===== config.mk =====
export PLATFORM = sky130hd
export DESIGN_NAME = button_event_gen
export DESIGN_NICKNAME = d
export VERILOG_FILES = /design/src/rtl/btn_event_pkg.sv /design/src/rtl/btn_event_lane.sv /design/src/rtl/button_event_gen.sv
export SDC_FILE = /design/constraint.sdc
export NUM_CORES = 1
export LEC_CHECK = 0
export BUFFER_PORTS_ARGS = -buffer_cell sky130_fd_sc_hd__buf_2
export CORE_MARGIN = 1
export CORE_UTILIZATION = 57
export DETAILED_ROUTE_END_ITERATION = 7
export GPL_TIMING_DRIVEN = 0
export PLACE_DENSITY = 0.77
export SLEW_MARGIN = 20
export SYNTH_ARGS = -nofsm -noshare
export SYNTH_HDL_FRONTEND = slang
export SYNTH_HIERARCHICAL = 1
export SYNTH_SLANG_ARGS = --single-unit

===== constraint.sdc =====
create_clock -name clk -period 2.05 [get_ports clk]
set_input_delay 0.1025 -clock clk [delete_from_list [all_inputs] [get_ports clk]]
set_output_delay 0.1025 -clock clk [all_outputs]
set_load 0.01 [all_outputs]

===== src/rtl/btn_event_pkg.sv =====
// Shared definitions for the button event generator.
//   lane_state_e    : per-lane FSM state
//   BTN_LONG_TIME   : default press-to-long-press time in cycles (0.5 s at 100 MHz)
//   BTN_REPEAT_TIME : default auto-repeat period in cycles (0.1 s at 100 MHz)
//   BTN_COUNT       : number of buttons on the board
package btn_event_pkg;

  typedef enum logic [1:0] {
    StLockout,
    StIdle,
    StPress,
    StHold
  } lane_state_e;

  localparam int unsigned BTN_LONG_TIME   = 50_000_000;
  localparam int unsigned BTN_REPEAT_TIME = 10_000_000;
  localparam int unsigned BTN_COUNT       = 5;

  function automatic int unsigned max_u(input int unsigned a, input int unsigned b);
    return (a > b) ? a : b;
  endfunction

endpackage


===== src/rtl/btn_event_lane.sv =====
// Single button lane: turns one debounced level into press / release / long-press /
// auto-repeat pulses. All outputs are registered.
//   clk       : system clock
//   rst       : synchronous active-high reset
//   level_i   : debounced level, 1 = pressed
//   press_o   : one-cycle pulse on a new press
//   release_o : one-cycle pulse on release
//   long_o    : one-cycle pulse once the press has lasted LONG_TIME cycles
//   repeat_o  : one-cycle pulse every REPEAT_TIME cycles after long_o while held
//   held_o    : high while the lane is in PRESS or HOLD
module btn_event_lane
  import btn_event_pkg::*;
#(
  parameter int unsigned LONG_TIME   = BTN_LONG_TIME,
  parameter int unsigned REPEAT_TIME = BTN_REPEAT_TIME
) (
  input  logic clk,
  input  logic rst,
  input  logic level_i,
  output logic press_o,
  output logic release_o,
  output logic long_o,
  output logic repeat_o,
  output logic held_o
);

  localparam int unsigned CntMax = max_u(LONG_TIME, REPEAT_TIME);
  localparam int unsigned CntW   = $clog2(CntMax + 1);

  // The counter holds the number of held edges already seen since the last clear,
  // so the threshold edge is the one where it still reads N-1.
  localparam logic [CntW-1:0] LongLast   = CntW'(LONG_TIME - 1);
  localparam logic [CntW-1:0] RepeatLast = CntW'(REPEAT_TIME - 1);
  localparam logic [CntW-1:0] CntSat     = CntW'(CntMax);

  lane_state_e     state_q, state_d;
  logic [CntW-1:0] cnt_q, cnt_d;
  logic            press_q, press_d;
  logic            release_q, release_d;
  logic            long_q, long_d;
  logic            repeat_q, repeat_d;
  logic            held_q, held_d;

  always_comb begin
    state_d   = state_q;
    cnt_d     = cnt_q;
    press_d   = 1'b0;
    release_d = 1'b0;
    long_d    = 1'b0;
    repeat_d  = 1'b0;

    unique case (state_q)
      StLockout: begin
        // A button held through reset must be seen released before it can fire.
        if (!level_i) state_d = StIdle;
      end
      StIdle: begin
        if (level_i) begin
          state_d = StPress;
          cnt_d   = '0;
          press_d = 1'b1;
        end
      end
      StPress: begin
        // Release wins over a threshold reached on the same edge.
        if (!level_i) begin
          state_d   = StIdle;
          cnt_d     = '0;
          release_d = 1'b1;
        end else if (cnt_q == LongLast) begin
          state_d = StHold;
          cnt_d   = '0;
          long_d  = 1'b1;
        end else if (cnt_q != CntSat) begin
          cnt_d = cnt_q + 1'b1;
        end
      end
      StHold: begin
        if (!level_i) begin
          state_d   = StIdle;
          cnt_d     = '0;
          release_d = 1'b1;
        end else if (cnt_q == RepeatLast) begin
          cnt_d    = '0;
          repeat_d = 1'b1;
        end else if (cnt_q != CntSat) begin
          cnt_d = cnt_q + 1'b1;
        end
      end
      default: begin
        state_d = StLockout;
        cnt_d   = '0;
      end
    endcase

    held_d = (state_d == StPress) || (state_d == StHold);
  end

  always_ff @(posedge clk) begin
    if (rst) begin
      state_q   <= StLockout;
      cnt_q     <= '0;
      press_q   <= 1'b0;
      release_q <= 1'b0;
      long_q    <= 1'b0;
      repeat_q  <= 1'b0;
      held_q    <= 1'b0;
    end else begin
      state_q   <= state_d;
      cnt_q     <= cnt_d;
      press_q   <= press_d;
      release_q <= release_d;
      long_q    <= long_d;
      repeat_q  <= repeat_d;
      held_q    <= held_d;
    end
  end

  assign press_o   = press_q;
  assign release_o = release_q;
  assign long_o    = long_q;
  assign repeat_o  = repeat_q;
  assign held_o    = held_q;

endmodule


===== src/rtl/button_event_gen.sv =====
// Button event generator: one independent lane per board button, plus a combined
// any-event flag for consumers that only need to wake up.
//   clk           : system clock
//   rst           : synchronous active-high reset
//   btn_level     : debounced button levels, 1 = pressed
//   press_pulse   : per-lane one-cycle press pulse
//   release_pulse : per-lane one-cycle release pulse
//   long_pulse    : per-lane one-cycle long-press pulse
//   repeat_pulse  : per-lane one-cycle auto-repeat pulse
//   held          : per-lane level, high while pressed (PRESS or HOLD)
//   any_event     : OR of all pulse outputs in the same cycle
module button_event_gen
  import btn_event_pkg::*;
#(
  parameter int unsigned N_BTN       = BTN_COUNT,
  parameter int unsigned LONG_TIME   = BTN_LONG_TIME,
  parameter int unsigned REPEAT_TIME = BTN_REPEAT_TIME
) (
  input  logic             clk,
  input  logic             rst,
  input  logic [N_BTN-1:0] btn_level,
  output logic [N_BTN-1:0] press_pulse,
  output logic [N_BTN-1:0] release_pulse,
  output logic [N_BTN-1:0] long_pulse,
  output logic [N_BTN-1:0] repeat_pulse,
  output logic [N_BTN-1:0] held,
  output logic             any_event
);

  for (genvar g = 0; g < N_BTN; g++) begin : g_lane
    btn_event_lane #(
      .LONG_TIME  (LONG_TIME),
      .REPEAT_TIME(REPEAT_TIME)
    ) u_lane (
      .clk      (clk),
      .rst      (rst),
      .level_i  (btn_level[g]),
      .press_o  (press_pulse[g]),
      .release_o(release_pulse[g]),
      .long_o   (long_pulse[g]),
      .repeat_o (repeat_pulse[g]),
      .held_o   (held[g])
    );
  end

  assign any_event = |{press_pulse, release_pulse, long_pulse, repeat_pulse};

endmodule

Yosys cells after proc, flatten, opt, wreduce, memory -nomap -nowiden
Index checks and enable logic that the tools add are counted.
{ "classes": {"add_sub_neg": 5, "mux": 80, "n_bitwise": 25, "n_reduce_logical": 51, "eq_ne": 45} }
{ "op_table": {"columns": ["op", "n"], "rows": [
  ["two-way mux 26 bit", 30],
  ["one-hot mux 26 bit (3 select lines)", 5],
  ["adder 26 x 1 -> 26 bit (second input constant)", 5],
  ["== test 26 x 24 -> 1 bit (second input constant)", 5],
  ["== test 26 bit (second input constant)", 5],
  ["!= test 26 bit (second input constant)", 5],
  ["== test 2 bit (second input constant)", 20],
  ["two-way mux 2 bit", 20],
  ["OR reduction 2 bit", 20],
  ["one-hot mux 2 bit (3 select lines)", 5],
  ["OR reduction 3 bit", 10],
  ["inverter 1 bit", 25],
  ["two-way mux 1 bit", 20],
  ["OR reduction 20 bit", 1],
  ["nonzero test 3 bit", 5],
  ["== test 2 x 1 -> 1 bit (second input constant)", 5],
  ["zero test 2 bit", 5],
  ["!= test 2 bit (second input constant)", 5],
  ["AND reduction 2 bit", 5],
  ["logical OR 1 bit", 5]
]} }
{ "totals": {"reg_bits": 165, "elab_cells": 241, "output_inout_bits": 26} }

Depth between registers and ports, before layout
Gate-level depths: netlist of run 1.
{ "logic_depth": {"depth_word": 6, "depth_mapped": 9} }

Cells and area by module
The synthesis of run 1 kept the hierarchy.
{ "modules_own_cells": {"columns": ["module", "area_each_um2", "seq_area_each_um2", "cells_per_inst", "n_inst"], "rows": [
  ["btn_event_lane at g_lane[0].u_lane ...", 1795.5, 640.6, 225, 3],
  ["btn_event_lane at g_lane[4].u_lane", 1793.0, 660.6, 214, 1],
  ["btn_event_lane at g_lane[3].u_lane", 1781.7, 640.6, 216, 1],
  ["button_event_gen", 42.5, 0.0, 7, 1]
]} }

Worst setup path before layout of run 1
No wires, ideal clock.
{ "synth_path": {"path_type": "register to register", "from": "register g_lane[0].u_lane.cnt_q[18]", "to": "register g_lane[0].u_lane.cnt_q[14]", "t_required_ns": 1.930, "n_path_buf": 1, "path_stages_with_launch": 8, "synth_period_minus_slack_ns": 2.225, "t_arrival_ns": 2.105, "setup_slack_ns": -0.175, "cell_sequence": "dfxtp_1 > or4_4 > or4_4 > o31a_1 > buf_6 > nand4_1 > xor2_1 > nor2_1"} }
{ "synth_via": {"elab_chain_cells": 5, "word_cells_on_any_way": 9, "cone_classes": "eq/ne: 3; mux: 6"} }
{ "synth_lines": {"columns": ["item", "line_no", "rtl"], "rows": [
  ["start, declared", "btn_event_lane.sv:37", "logic [CntW-1:0] cnt_q, cnt_d;"],
  ["start signal, assigned", "btn_event_lane.sv:110", "cnt_q <= cnt_d;"],
  ["!= test 26 bit", "btn_event_lane.sv:74, btn_event_lane.sv:86", null],
  ["two-way mux 26 bit", null, null],
  ["two-way mux 26 bit (on tied branches)", "btn_event_lane.sv:83, btn_event_lane.sv:70", null],
  ["two-way mux 26 bit (on tied branches)", "btn_event_lane.sv:79, btn_event_lane.sv:66", null],
  ["one-hot mux 26 bit (3 select lines) (*)", "btn_event_lane.sv:52", "unique case (state_q)"]
]} }
Mark *: on every way between the ends. The rest lies on a longest branch, timed or not.
A chain may end at the register's enable or synchronous reset.

Final worst setup path of run 1
{ "layout_path": {"from": "register g_lane[0].u_lane.cnt_q[18]", "to": "register g_lane[0].u_lane.cnt_q[24]"} }
{ "layout_via": {"elab_chain_cells": 5, "word_cells_on_any_way": 10, "cone_classes": "add/sub: 1; eq/ne: 3; mux: 6"} }
{ "layout_lines": {"columns": ["item", "line_no"], "rows": [
  ["adder 26 x 1 -> 26 bit / != test 26 bit (equally long branches)", null],
  ["two-way mux 26 bit", "btn_event_lane.sv:74, btn_event_lane.sv:86"],
  ["two-way mux 26 bit (on tied branches)", "btn_event_lane.sv:83, btn_event_lane.sv:70"],
  ["two-way mux 26 bit (on tied branches)", "btn_event_lane.sv:79, btn_event_lane.sv:66"],
  ["one-hot mux 26 bit (3 select lines) (*)", "btn_event_lane.sv:52"]
]} }
Marked as above.

==> metrics.md, run 1 <==
| Metric | Value |
|---|---|
| Final GP Congestion | `0.9189` |
| Max_cap viols | `0` |
| Setup CP Type | `reg2reg` |
| Crit path time final | `2401 ps` |
| Flops & latches, synth | `roughly 160` |
| EDFF count, synth | `0` |
| Post-layout util | `78.92%` |
| Vias per cell | `approximately 6.7` |
| Largest net degree at the start of global routing | `26` |
| Vias in the first global route | `8784` |
| Hold Violations, Final | `0` |
| Main synth FF type | `dfxtp_1` |
| Largest cells by area after synthesis | `dfxtp_1 (36%), a31oi_1 (6.6%), ha_1 (4.9%), nor2_1 (4.5%), nand2_1 (4.5%)` |
| Min setup slack post-route | `-350.5 ps` |
| Final Max Tran Viols | `0` |
| Port Buf Inserts | `32` |
| Area growth from synthesis to layout | `34.24%` |
| Worst VDD drop | `around 0.66 mV` |
| Synthesized Nets | `1154` |
| Unrepaired setup endpoints after global routing | `true` |
| DR iter-0 viols | `1298` |
| Clock transition at the registers of the reported paths | `70 ps` |
| Final ANT Viol Nets | `0` |
| WL/cell | `just over 20 microns` |
| P_leak | `between 4 and 5 nW` |
| WP data required | `between 2000 and 2500 ps` |
| Most frequent cell after synthesis | `dfxtp_1` |
| Setup TNS | `-24810 ps` |
| Global Route Usage Sum | `32.04%` |
| Failing checks | `negative setup slack` |
| Core ar. | `15310 sq um` |
| CTS tree | `built` |
| Post-synth cell types | `65` |
| Commonest cells in the netlist | `dfxtp_1 (161), nor2_1 (108), nand2_1 (107)` |
| Asr flop ratio synth | `0%` |
| Vias | `9831` |
| Row cnt | `45` |
| Syn Area/Cell | `8.097 sq um` |
| Antenna violations before repair | `0` |
| Total Routed Length | `slightly below 30000 microns` |
| DP Area | `9514 sq um` |
| H-tree depth | `4` |
| Pre-CTS setup slack | `-353.8 ps` |
| Clock root buffer | `clkbuf_16` |
| CTS sink count | `161` |
| Hold slack | `between 200 and 300 ps` |
| Slew of the pin with the lowest slew margin | `1209 ps` |
| Initial core utilization | `58.79%` |
| CP Max Fanout | `8` |
| Register area share after synthesis | `35.80%` |
| Leading area contributor after synthesis | `dfxtp_1` |
| R2R Setup Slk | `-350 ps` |
| Global-route wire length before repair | `42290 microns` |
| CP Launch Type | `flip-flop` |
| IO Pins | `33` |
| Placed insts | `between 1000 and 1500` |
| Final Cell Area | `approximately 12000 sq um` |
| Pwr Density | `627.4 nW/um^2` |
| Max frequency | `416.6 MHz` |
| Run status | `complete, but fails checks` |
| Final setup fails | `132` |
| Max_slew headroom | `a little under a fifth` |
| Die width | `127.7 microns` |
| Hpwl dp | `15180 microns` |
| Inserted Clock Buffers | `17` |
| Mapped Cells | `1112` |
| Clock Tree Buf Depth | `2` |
| Final period utilization | `117.1%` |
| Grt ovf | `0` |
| Share of cells above drive strength 1 | `31.54%` |
| Skew final | `9.405 ps` |
| DRC | `0` |
| Critical path endpoint category | `flip-flop` |
| NumNets Final | `1275` |
| Overall Power | `7.583 mW` |
| Post-route insts no fill | `around 1500` |
| Post-Syn Area | `9004 sq um` |
| Die area | `between 15000 and 20000 sq um` |
| Hold Crit Class | `in2reg` |
| DIE HEIGHT | `roughly 130 microns` |
| Clk Latency, worst-skew pair | `approximately 440 ps` |
| Synth warn | `6` |
| Yosys top cell area share | `35.80%` |
| Total of fill cells in the finished design | `949` |
| Drt first pass iters | `7` |
| Critical Path AT | `2710 ps` |
-- where the power goes --
group          internal (mW)  switching [mW]  total, mW
sequential              3.18          0.0725       3.26
combinational          0.420           0.698       1.12
clock                   1.75            1.46       3.21
total                   5.35            2.23       7.58
-- area by class of cell --
class | count | area [sq um] | area share (%)
Antenna cell | 1 | 2.502 | 0.02070
Clock buffer | 18 | 439.2 | 3.634
Sequential cell | 161 | 3287 | 27.19
Clock inverter | 14 | 146.4 | 1.211
Tap cell | 211 | 264.0 | 2.184
Inverter | 46 | 172.7 | 1.429
Timing Repair Buffer | 104 | 910.9 | 7.536
Buffer | 39 | 339.1 | 2.805
Multi-Input combinational cell | 864 | 6525 | 53.99
-- worst max-delay path, cell delays in order (launching register included) --
cell      delay (ps)
dfxtp_2          340
or4_4            560
or4_4            510
o211ai_2         180
nand2_2          110
buf_8            170
buf_8            130
a31oi_2          150
mux2i_1          110
-- registers in the layout, summed over array words and instances, names as in the netlist --
register                 count
g_lane.u_lane/cnt_q        130
g_lane.u_lane/held_o         1
g_lane.u_lane/long_o         5
g_lane.u_lane/press_o        5
g_lane.u_lane/release_o      5
g_lane.u_lane/repeat_o       5
g_lane.u_lane/state_q       10
-- path summary, 6_finish.rpt --
check	from	end	depth (start not counted)
worst max-delay path	g_lane[0].u_lane/cnt_q[18]$_SDFFE_PP0P_	g_lane[0].u_lane/cnt_q[24]$_SDFFE_PP0P_	8
worst min-delay path	rst	g_lane[1].u_lane/release_o$_SDFF_PP0_	2
worst max register to register	g_lane[0].u_lane/cnt_q[18]$_SDFFE_PP0P_	g_lane[0].u_lane/cnt_q[24]$_SDFFE_PP0P_	8
worst min register to register	g_lane[4].u_lane/cnt_q[23]$_SDFFE_PP0P_	g_lane[4].u_lane/cnt_q[23]$_SDFFE_PP0P_	1
-- cell usage in the layout (no fill, tap or decap), types with 15 or more instances in the layout --
cell type    n
ha_1        29
clkbuf_16   19
nand4_1     47
and2_1      18
a21oi_1     23
inv_1       46
nand3_1     40
nand2_1     96
buf_6       29
and4_1      15
xor2_1      28
o21ai_0     19
o21ai_2     15
a31oi_1     73
buf_4       39
nor2_1      96
xnor2_1     15
nand2b_1    17
dfxtp_1    120
and3_1      29
nor3_1      28
dfxtp_2     36
a21oi_2     15
buf_2       35
-- repair_timing --
item                                    4_1_cts  5_1_grt
resized for setup                           144      164
cloned                                       14        3
hold buffers                                  5        0
hold endpoints to repair                     10        0
setup buffers                                42       15
pin swaps                                    52       66
endpoints found under the setup margin      137      139
-- cells by family after synthesis --
group	Yosys count	synth area share (%)
buffers and inverters	91	4.919
AND/OR/NAND/NOR	533	32.53
adder cells (fa/ha/maj)	35	4.864
multiplexers	3	0.3335
flip-flops	161	35.80
XOR/XNOR	47	4.572
AO/OA/AOI/OAI	242	16.98
-- layer usage --
layer	wire length [microns]	up-vias	global-route usage, %
li1	-	4384	-
met1	11480	4631	40.23
met2	14100	630	53.13
met3	2545	186	7.179
met4	1348	0	13.43
met5	0	-	0
Power figures use the tool's default switching activity.
==> run 2: changes to the inputs <==
--- a/config.mk
+++ b/config.mk
@@ -11,6 +11,8 @@
 export DETAILED_ROUTE_END_ITERATION = 7
 export GPL_TIMING_DRIVEN = 0
 export PLACE_DENSITY = 0.77
+export RECOVER_POWER = 25
+export SETUP_SLACK_MARGIN = 0.02
 export SLEW_MARGIN = 20
 export SYNTH_ARGS = -nofsm -noshare
 export SYNTH_HDL_FRONTEND = slang
==> run 2 against run 1 <==
The flow still finishes with violations (negative setup slack); via count is 3.2% higher; setup slack worse by 220 ps; power increased by 3.1%; register-to-register slack got worse by 220 ps; global-route usage decreased by 0.89 points; clock-buffer cell count increased by 1; clock skew fell by 2.2 ps; sequential power about the same; critical path depth down 2; worst hold slack better by 4.1 ps; highest routed layer unchanged.
==> metrics.md, run 2 (synthesis results as in run 1) <==
| Metric | Value |
|---|---|
| Largest net degree at the start of global routing | `26 (unchanged)` |
| DP Area | `9524 sq um (+0.11%)` |
| Net switching power | `2.205 mW (-1.0%)` |
| Max_cap viols | `0 (unchanged)` |
| DIE HEIGHT | `127.7 microns (unchanged)` |
| Global Route Usage Sum | `31.14% (-0.89 points)` |
| IO Pins | `33 (unchanged)` |
| Clock share of power | `43.7% (+1.4 points)` |
| Final period utilization | `127.7% (+11 points)` |
| Final Cell Area | `12470 sq um (+3.1%)` |
| Clk Latency, worst-skew pair | `440 ps (about the same)` |
| CTS tree | `built` |
| Pwr Density | `627.3 nW/um^2 (about the same)` |
| WP data required | `2370 ps (about the same)` |
| Worst hold start | `rst` |
| Clock transition at the registers of the reported paths | `70 ps (about the same)` |
| Final setup fails | `135 (+2.3%)` |
| Worst Reg-to-Reg Cells | `6 (-2)` |
| Drt first pass iters | `6 (-1)` |
| Combinational share of power | `14.8% (about the same)` |
| CP Max Fanout | `6 (-2)` |
| Reg power frac | `41.5% (-1.4 points)` |
| Global-route wire length before repair | `40900 microns (-3.3%)` |
| Row cnt | `45 (unchanged)` |
| Crit path from | `g_lane[4].u_lane/cnt_q[8]$_SDFFE_PP0P_` |
| Setup CP Type | `reg2reg` |
| Port Buf Inserts | `32 (unchanged)` |
| Failing checks | `negative setup slack` |
| Vias | `10150 (+3.2%)` |
| Inserted Clock Buffers | `17 (unchanged)` |
| Final GP Congestion | `0.9172 (-0.19%)` |
| Hpwl dp | `15430 microns (+1.6%)` |
| Reg2Reg Launch Point | `g_lane[4].u_lane/cnt_q[8]$_SDFFE_PP0P_` |
| Overall Power | `7.820 mW (+3.1%)` |
| CP Launch Type | `flip-flop` |
| Max frequency | `382.1 MHz (-8.3%)` |
| Largest registers | `g_lane.u_lane/cnt_q x130, g_lane.u_lane/state_q x10` |
| Unrepaired setup endpoints after global routing | `true` |
| Final ANT Viol Nets | `0 (unchanged)` |
| CP Cell Sequence | `or4b_4 > nor4_1 > a31oi_1 > and3_1 > xnor2_1 > nor2_1` |
| Max_slew headroom | `33.74% (+15 points)` |
| WL/cell | `21.15 microns (+4.6%)` |
| Min setup slack post-route | `-567.2 ps (-216.6 ps)` |
| Total of fill cells in the finished design | `866 (-8.7%)` |
| Skew final | `7.247 ps (-2.158 ps)` |
| CTS sink count | `161 (unchanged)` |
| Hold path depth | `2 (unchanged)` |
| Worst path max stage delay | `560 ps (about the same)` |
| Clock Tree Buf Depth | `2 (unchanged)` |
| R2R Setup Slk | `-570 ps (-220 ps)` |
| Core ar. | `15310 sq um (unchanged)` |
| H-tree depth | `4 (unchanged)` |
| Reg2reg end | `g_lane[4].u_lane/cnt_q[12]$_SDFFE_PP0P_` |
| Grt ovf | `0 (unchanged)` |
| Most frequent cells in the layout | `dfxtp_1 (124), nor2_1 (99), nand2_1 (95)` |
| Initial core utilization | `58.79% (unchanged)` |
| NumNets Final | `1298 (+1.8%)` |
| Hold Crit Class | `in2reg` |
| Antenna violations before repair | `0 (unchanged)` |
| Slowest cell on the critical path | `or4b_4` |
| Vias in the first global route | `8309 (-5.4%)` |
| Clock root buffer | `clkbuf_16` |
| Switching share of power | `28.20% (-1.2 points)` |
| Slew of the pin with the lowest slew margin | `990.3 ps (-218.9 ps)` |
| Run status | `complete, but fails checks` |
| Total Routed Length | `31320 microns (+6.3%)` |
| Crit path time final | `2617 ps (+216.6 ps)` |
| Final Max Tran Viols | `0 (unchanged)` |
| Worst setup path endpoint | `g_lane[4].u_lane/cnt_q[12]$_SDFFE_PP0P_` |
| Die area | `16300 sq um (unchanged)` |
| Max reg flops | `130 (unchanged)` |
| P_int | `5.615 mW (+4.9%)` |
| Hold Violations, Final | `0 (unchanged)` |
| Area growth from synthesis to layout | `38.45%` |
| DRC | `0 (unchanged)` |
| Die width | `127.7 microns (unchanged)` |
| P_leak | `4.350 nW (+3.1%)` |
| Share of cells above drive strength 1 | `32.15% (+0.61 points)` |
| DR iter-0 viols | `1336 (+2.9%)` |
| Setup TNS | `-34510 ps (-9700 ps)` |
| Critical Path AT | `2940 ps (+230 ps)` |
| Vias per cell | `6.852 (+1.6%)` |
| Critical path endpoint category | `flip-flop` |
| Worst VDD drop | `0.6663 mV (+0.51%)` |
| Most common cell after layout, fill and taps aside | `dfxtp_1` |
| Largest Register | `g_lane.u_lane/cnt_q` |
==> run 2: cell count changes in the layout (fill, tap and decap cells not counted), sizes merged <==
cell    change
buf         +5
clkbuf     +18
inv         -3
bufinv      +2
nor2        +1
==> run 2: power groups by stage <==
stage	Combinational (mW)	Sequential [mW]	Clock, mW
finish	1.16	3.25	3.41
CTS	0.912	3.25	3.42
global route	1.22	3.25	3.58
floorplan	0.548	3.30	0
global placement	0.743	3.31	0
detailed placement	0.757	3.31	0
==> run 2: layer usage <==
| metal | up-vias | global-route usage, % | part of all wire (%) |
|---|---|---|---|
| met1 | 4783 | 42.14 | 39 |
| met5 | - | 0 | 0 |
| met3 | 186 | 5.801 | 9.3 |
| met2 | 744 | 48.86 | 47 |
| li1 | 4435 | - | - |
| met4 | 0 | 13.01 | 4.7 |
==> run 2: metrics by stage <==
step | hold WS (ps) | util (%) | std cells | setup slack (ps)
final | 259.8 | 81.40 | 1481 | -567.2
after global routing | 247.6 | 81.38 | 1480 | -456.4
after CTS | 224.3 | 72.61 | 1442 | -242.1
after detailed placement | 331.7 | 62.19 | 1355 | -388.0
after global placement | 337.5 | 62.19 | 1355 | -348.6
after floorplan | 175.3 | - | 1112 | -102.7
==> run 2: area by class of cell <==
cell class,count,area [sq um],share of cell area [%]
antenna,1,2.502,0.02007
sequential,161,3292,26.41
multi-input combinational,865,6631,53.20
tap,211,264.0,2.118
timing repair buffer,124,1121,8.993
clock buffer,19,452.9,3.633
inverter,46,172.7,1.385
buffer,41,356.6,2.861
clock inverter,13,172.7,1.385
==> run 2: critical path, delay by kind of cell (launching register included) <==
kind             cells  cell delay (ps)
AO/OA/AOI/OAI        1              450
XOR/XNOR             1              180
flip-flops           1              340
AND/OR/NAND/NOR      4             1530
==> run 2: worst min path at each step <==
| stage | endpoint | slack [ps] |
|---|---|---|
| floorplan | g_lane[0].u_lane/state_q[1]$_SDFF_PP0_ | 180 |
| global placement | g_lane[3].u_lane/state_q[0]$_SDFF_PP0_ | 340 |
| detailed placement | g_lane[3].u_lane/release_o$_SDFF_PP0_ | 330 |
| CTS | g_lane[3].u_lane/release_o$_SDFF_PP0_ | 220 |
| global route | g_lane[1].u_lane/release_o$_SDFF_PP0_ | 250 |
| finish | g_lane[3].u_lane/state_q[1]$_SDFF_PP0_ | 260 |
==> run 2: repair_timing <==
item                                    4_1_cts  5_1_grt
endpoints found under the hold margin        14        0
pin swaps                                    51       83
cloned                                       13        6
hold buffers                                  5        0
setup buffers                                39       36
gates resized for setup                     118      200
endpoints found under the setup margin      138      139
==> run 3: changes to the inputs <==
--- a/config.mk
+++ b/config.mk
@@ -6,7 +6,7 @@
 export NUM_CORES = 1
 export LEC_CHECK = 0
 export BUFFER_PORTS_ARGS = -buffer_cell sky130_fd_sc_hd__buf_2
-export CORE_MARGIN = 1
+export CORE_MARGIN = 5
 export CORE_UTILIZATION = 57
 export DETAILED_ROUTE_END_ITERATION = 7
 export GPL_TIMING_DRIVEN = 0
==> run 3 against run 2 <==
Largest power group unchanged; sequential power is essentially flat; routed wire length shrank 8.6%; global-route usage down 3.2 points; the flow still finishes with violations (negative setup slack); largest cell class unchanged; sequential cell count unchanged; setup slack improved by 250 ps; clock skew shrank 0.53 ps; critical endpoint is now g_lane[2].u_lane/cnt_q[24]$_SDFFE_PP0P_; combinational power is 6% lower.
==> metrics.md, run 3 (synthesis results as in run 1) <==
| Metric | Value |
|---|---|
| Hpwl dp | `15590 microns (+1.1%)` |
| H-tree depth | `4 (unchanged)` |
| WL/cell | `19.63 microns (-7.2%)` |
| Unrepaired setup endpoints after global routing | `true` |
| Buffers & Inverters on Critical Path | `2 (+2)` |
| Final Max Tran Viols | `0 (unchanged)` |
| Row cnt | `46 (+2.2%)` |
| Share of cells above drive strength 1 | `29.61% (-2.5 points)` |
| Setup CP Type | `reg2reg` |
| GR Layer Usage met1 | `34.91% (-7.2 points)` |
| Slew of the pin with the lowest slew margin | `1037 ps (+46.32 ps)` |
| Worst hold start | `rst` |
| Inserted Clock Buffers | `17 (unchanged)` |
| Post-layout util | `77.00% (-4.4 points)` |
| Clock Tree Buf Depth | `2 (unchanged)` |
| GR Util met2 | `46.74% (-2.1 points)` |
| Clock root buffer | `clkbuf_16` |
| IO Pins | `33 (unchanged)` |
| DR iter-0 viols | `1054 (-21%)` |
| Final GP Congestion | `0.9215 (+0.47%)` |
| P_leak | `4.169 nW (-4.2%)` |
| Reg2Reg Launch Point | `g_lane[2].u_lane/cnt_q[1]$_SDFFE_PP0P_` |
| Area occupied by multi-input gates | `6555 sq um (-1.2%)` |
| WP data required | `2360 ps (about the same)` |
| Most frequent cells in the layout | `dfxtp_1 (129), nor2_1 (96), nand2_1 (96)` |
| CTS sink count | `161 (unchanged)` |
| Die area | `18410 sq um (+13%)` |
| Most used cell, CP | `buf_8` |
| Failing checks | `negative setup slack` |
| DIE HEIGHT | `135.7 microns (+6.3%)` |
| Max_cap viols | `0 (unchanged)` |
| Largest net degree at the start of global routing | `26 (unchanged)` |
| Run status | `complete, but fails checks` |
| Max frequency | `422.5 MHz (+11%)` |
| Clock transition at the registers of the reported paths | `60 ps (about the same)` |
| Core ar. | `15710 sq um (+2.6%)` |
| Port Buf Inserts | `32 (unchanged)` |
| Crit path time final | `2367 ps (-250.4 ps)` |
| Clk Latency, worst-skew pair | `430 ps (about the same)` |
| Critical path endpoint category | `flip-flop` |
| Diodes inserted | `0 (-1)` |
| Most common cell after layout, fill and taps aside | `dfxtp_1` |
| FF/Latch Area | `3276 sq um (-0.49%)` |
| Initial core utilization | `57.30% (-1.5 points)` |
| Final ANT Viol Nets | `0 (unchanged)` |
| Pwr Density | `649.9 nW/um^2 (+3.6%)` |
| Global-route wire length before repair | `42310 microns (+3.5%)` |
| DP Area | `9530 sq um (about the same)` |
| Worst Reg-to-Reg Cells | `9 (+3)` |
| Drt first pass iters | `6 (unchanged)` |
| Critical Path AT | `2670 ps (-270 ps)` |
| CP Max Fanout | `9 (+3)` |
| Min setup slack post-route | `-316.7 ps (+250.4 ps)` |
| Total of fill cells in the finished design | `976 (+13%)` |
| Grt ovf | `0 (unchanged)` |
| Max_slew headroom | `30.26% (-3.5 points)` |
| CP Launch Type | `flip-flop` |
| R2R Setup Slk | `-320 ps (+250 ps)` |
| Worst VDD drop | `0.6212 mV (-6.8%)` |
| Largest registers | `g_lane.u_lane/cnt_q x130, g_lane.u_lane/state_q x10` |
| Slowest cell on the critical path | `or4_4` |
| DRC | `0 (unchanged)` |
| Vias in the first global route | `8676 (+4.4%)` |
| Die width | `135.7 microns (+6.3%)` |
| Worst path max stage delay | `590 ps (+30 ps)` |
| Hold Crit Class | `in2reg` |
| GR peak layer | `met2` |
| Hold Violations, Final | `0 (unchanged)` |
| M3 GR Usage | `5.906% (+0.11 points)` |
| Vias per cell | `6.592 (-3.8%)` |
| Final period utilization | `115.5% (-12 points)` |
| Skew final | `6.715 ps (-0.5318 ps)` |
| Largest Register | `g_lane.u_lane/cnt_q` |
| Reg2reg end | `g_lane[2].u_lane/cnt_q[24]$_SDFFE_PP0P_` |
| Final setup fails | `101 (-25%)` |
| Final Cell Area | `12100 sq um (-2.9%)` |
| Pre-CTS setup slack | `-346.5 ps (+41.56 ps)` |
| NumNets Final | `1272 (-2.0%)` |
| Area growth from synthesis to layout | `34.38%` |
| Global Route Usage Sum | `27.90% (-3.2 points)` |
| Vias | `9618 (-5.2%)` |
| Worst Hold End | `g_lane[1].u_lane/state_q[1]$_SDFF_PP0_` |
| CTS tree | `built` |
| Total Routed Length | `28640 microns (-8.6%)` |
| CP delay by family, top | `simple AND/OR/NAND/NOR gates` |
| CP Cell Sequence | `ha_4 > nand3_4 > or4_4 > o221ai_2 > nand2_4 > buf_8 > buf_8 > a31oi_1 > mux2i_1` |
| Antenna violations before repair | `0 (unchanged)` |
| Max reg flops | `130 (unchanged)` |
| Hold path depth | `2 (unchanged)` |
## run 3: area by class of cell
class                           instances  share of cell area (%)
Multi-Input combinational cell        866                   54.18
Sequential cell                       161                   27.07
Timing Repair Buffer                   99                   7.084
Clock buffer                           18                   3.630
Buffer                                 39                   2.637
Tap cell                              216                   2.234
Clock inverter                         14                   1.737
Inverter                               46                   1.427
## run 3: worst max-delay path by stage
stage | slack [ps] | to | startpoint | cells past startpoint
4_1_cts | -250 | g_lane[0].u_lane/cnt_q[24]$_SDFFE_PP0P_ | g_lane[0].u_lane/cnt_q[18]$_SDFFE_PP0P_ | 8
6_report | -320 | g_lane[2].u_lane/cnt_q[24]$_SDFFE_PP0P_ | g_lane[2].u_lane/cnt_q[1]$_SDFFE_PP0P_ | 9
3_5_place_dp | -350 | g_lane[1].u_lane/cnt_q[24]$_SDFFE_PP0P_ | g_lane[1].u_lane/cnt_q[0]$_SDFFE_PP0P_ | 9
5_1_grt | -420 | g_lane[2].u_lane/cnt_q[24]$_SDFFE_PP0P_ | g_lane[2].u_lane/cnt_q[1]$_SDFFE_PP0P_ | 9
3_3_place_gp | -330 | g_lane[0].u_lane/cnt_q[5]$_SDFFE_PP0P_ | g_lane[0].u_lane/cnt_q[0]$_SDFFE_PP0P_ | 9
2_1_floorplan | -100 | g_lane[1].u_lane/cnt_q[24]$_SDFFE_PP0P_ | g_lane[1].u_lane/cnt_q[24]$_SDFFE_PP0P_ | 8
## run 3: worst register-to-register path: stages, from the launching register on
cell      delay [ps]
dfxtp_1          410
ha_4             190
nand3_4          160
or4_4            590
o221ai_2         240
nand2_4          130
buf_8            170
buf_8            140
a31oi_1          130
mux2i_1          100
## run 3: repair_timing
action                                  in CTS  in global routing
resized for setup                          114                171
gates cloned                                13                  7
buffers inserted                            29                 23
hold buffers                                 5                  0
pin swaps                                   36                 74
endpoints found under the setup margin     139                142
hold endpoints to repair                    13                  0
## run 3: per-layer routing
layer	up-vias	wire length, microns
met5	-	0
met4	0	1304
met3	144	2376
met2	611	13950
met1	4484	11010
li1	4379	-
## run 3: per-stage QoR
step                      hold WS (ps)  cells  setup TNS, ps  total power, mW
after floorplan                  175.3   1112          -2615            3.849
after global placement           330.0   1360         -29620            4.055
after detailed placement         329.6   1360         -33370            4.073
after CTS                        214.7   1437         -14680            7.685
after global routing             227.1   1459         -28530            8.130
final                            219.3   1459         -20280            7.863
## run 3: report_power, final
part	total (mW)	switching [mW]	internal, mW
Clock	3.52	1.33	2.19
Combinational	1.09	0.690	0.402
Sequential	3.25	0.0668	3.18
Total	7.86	2.09	5.78
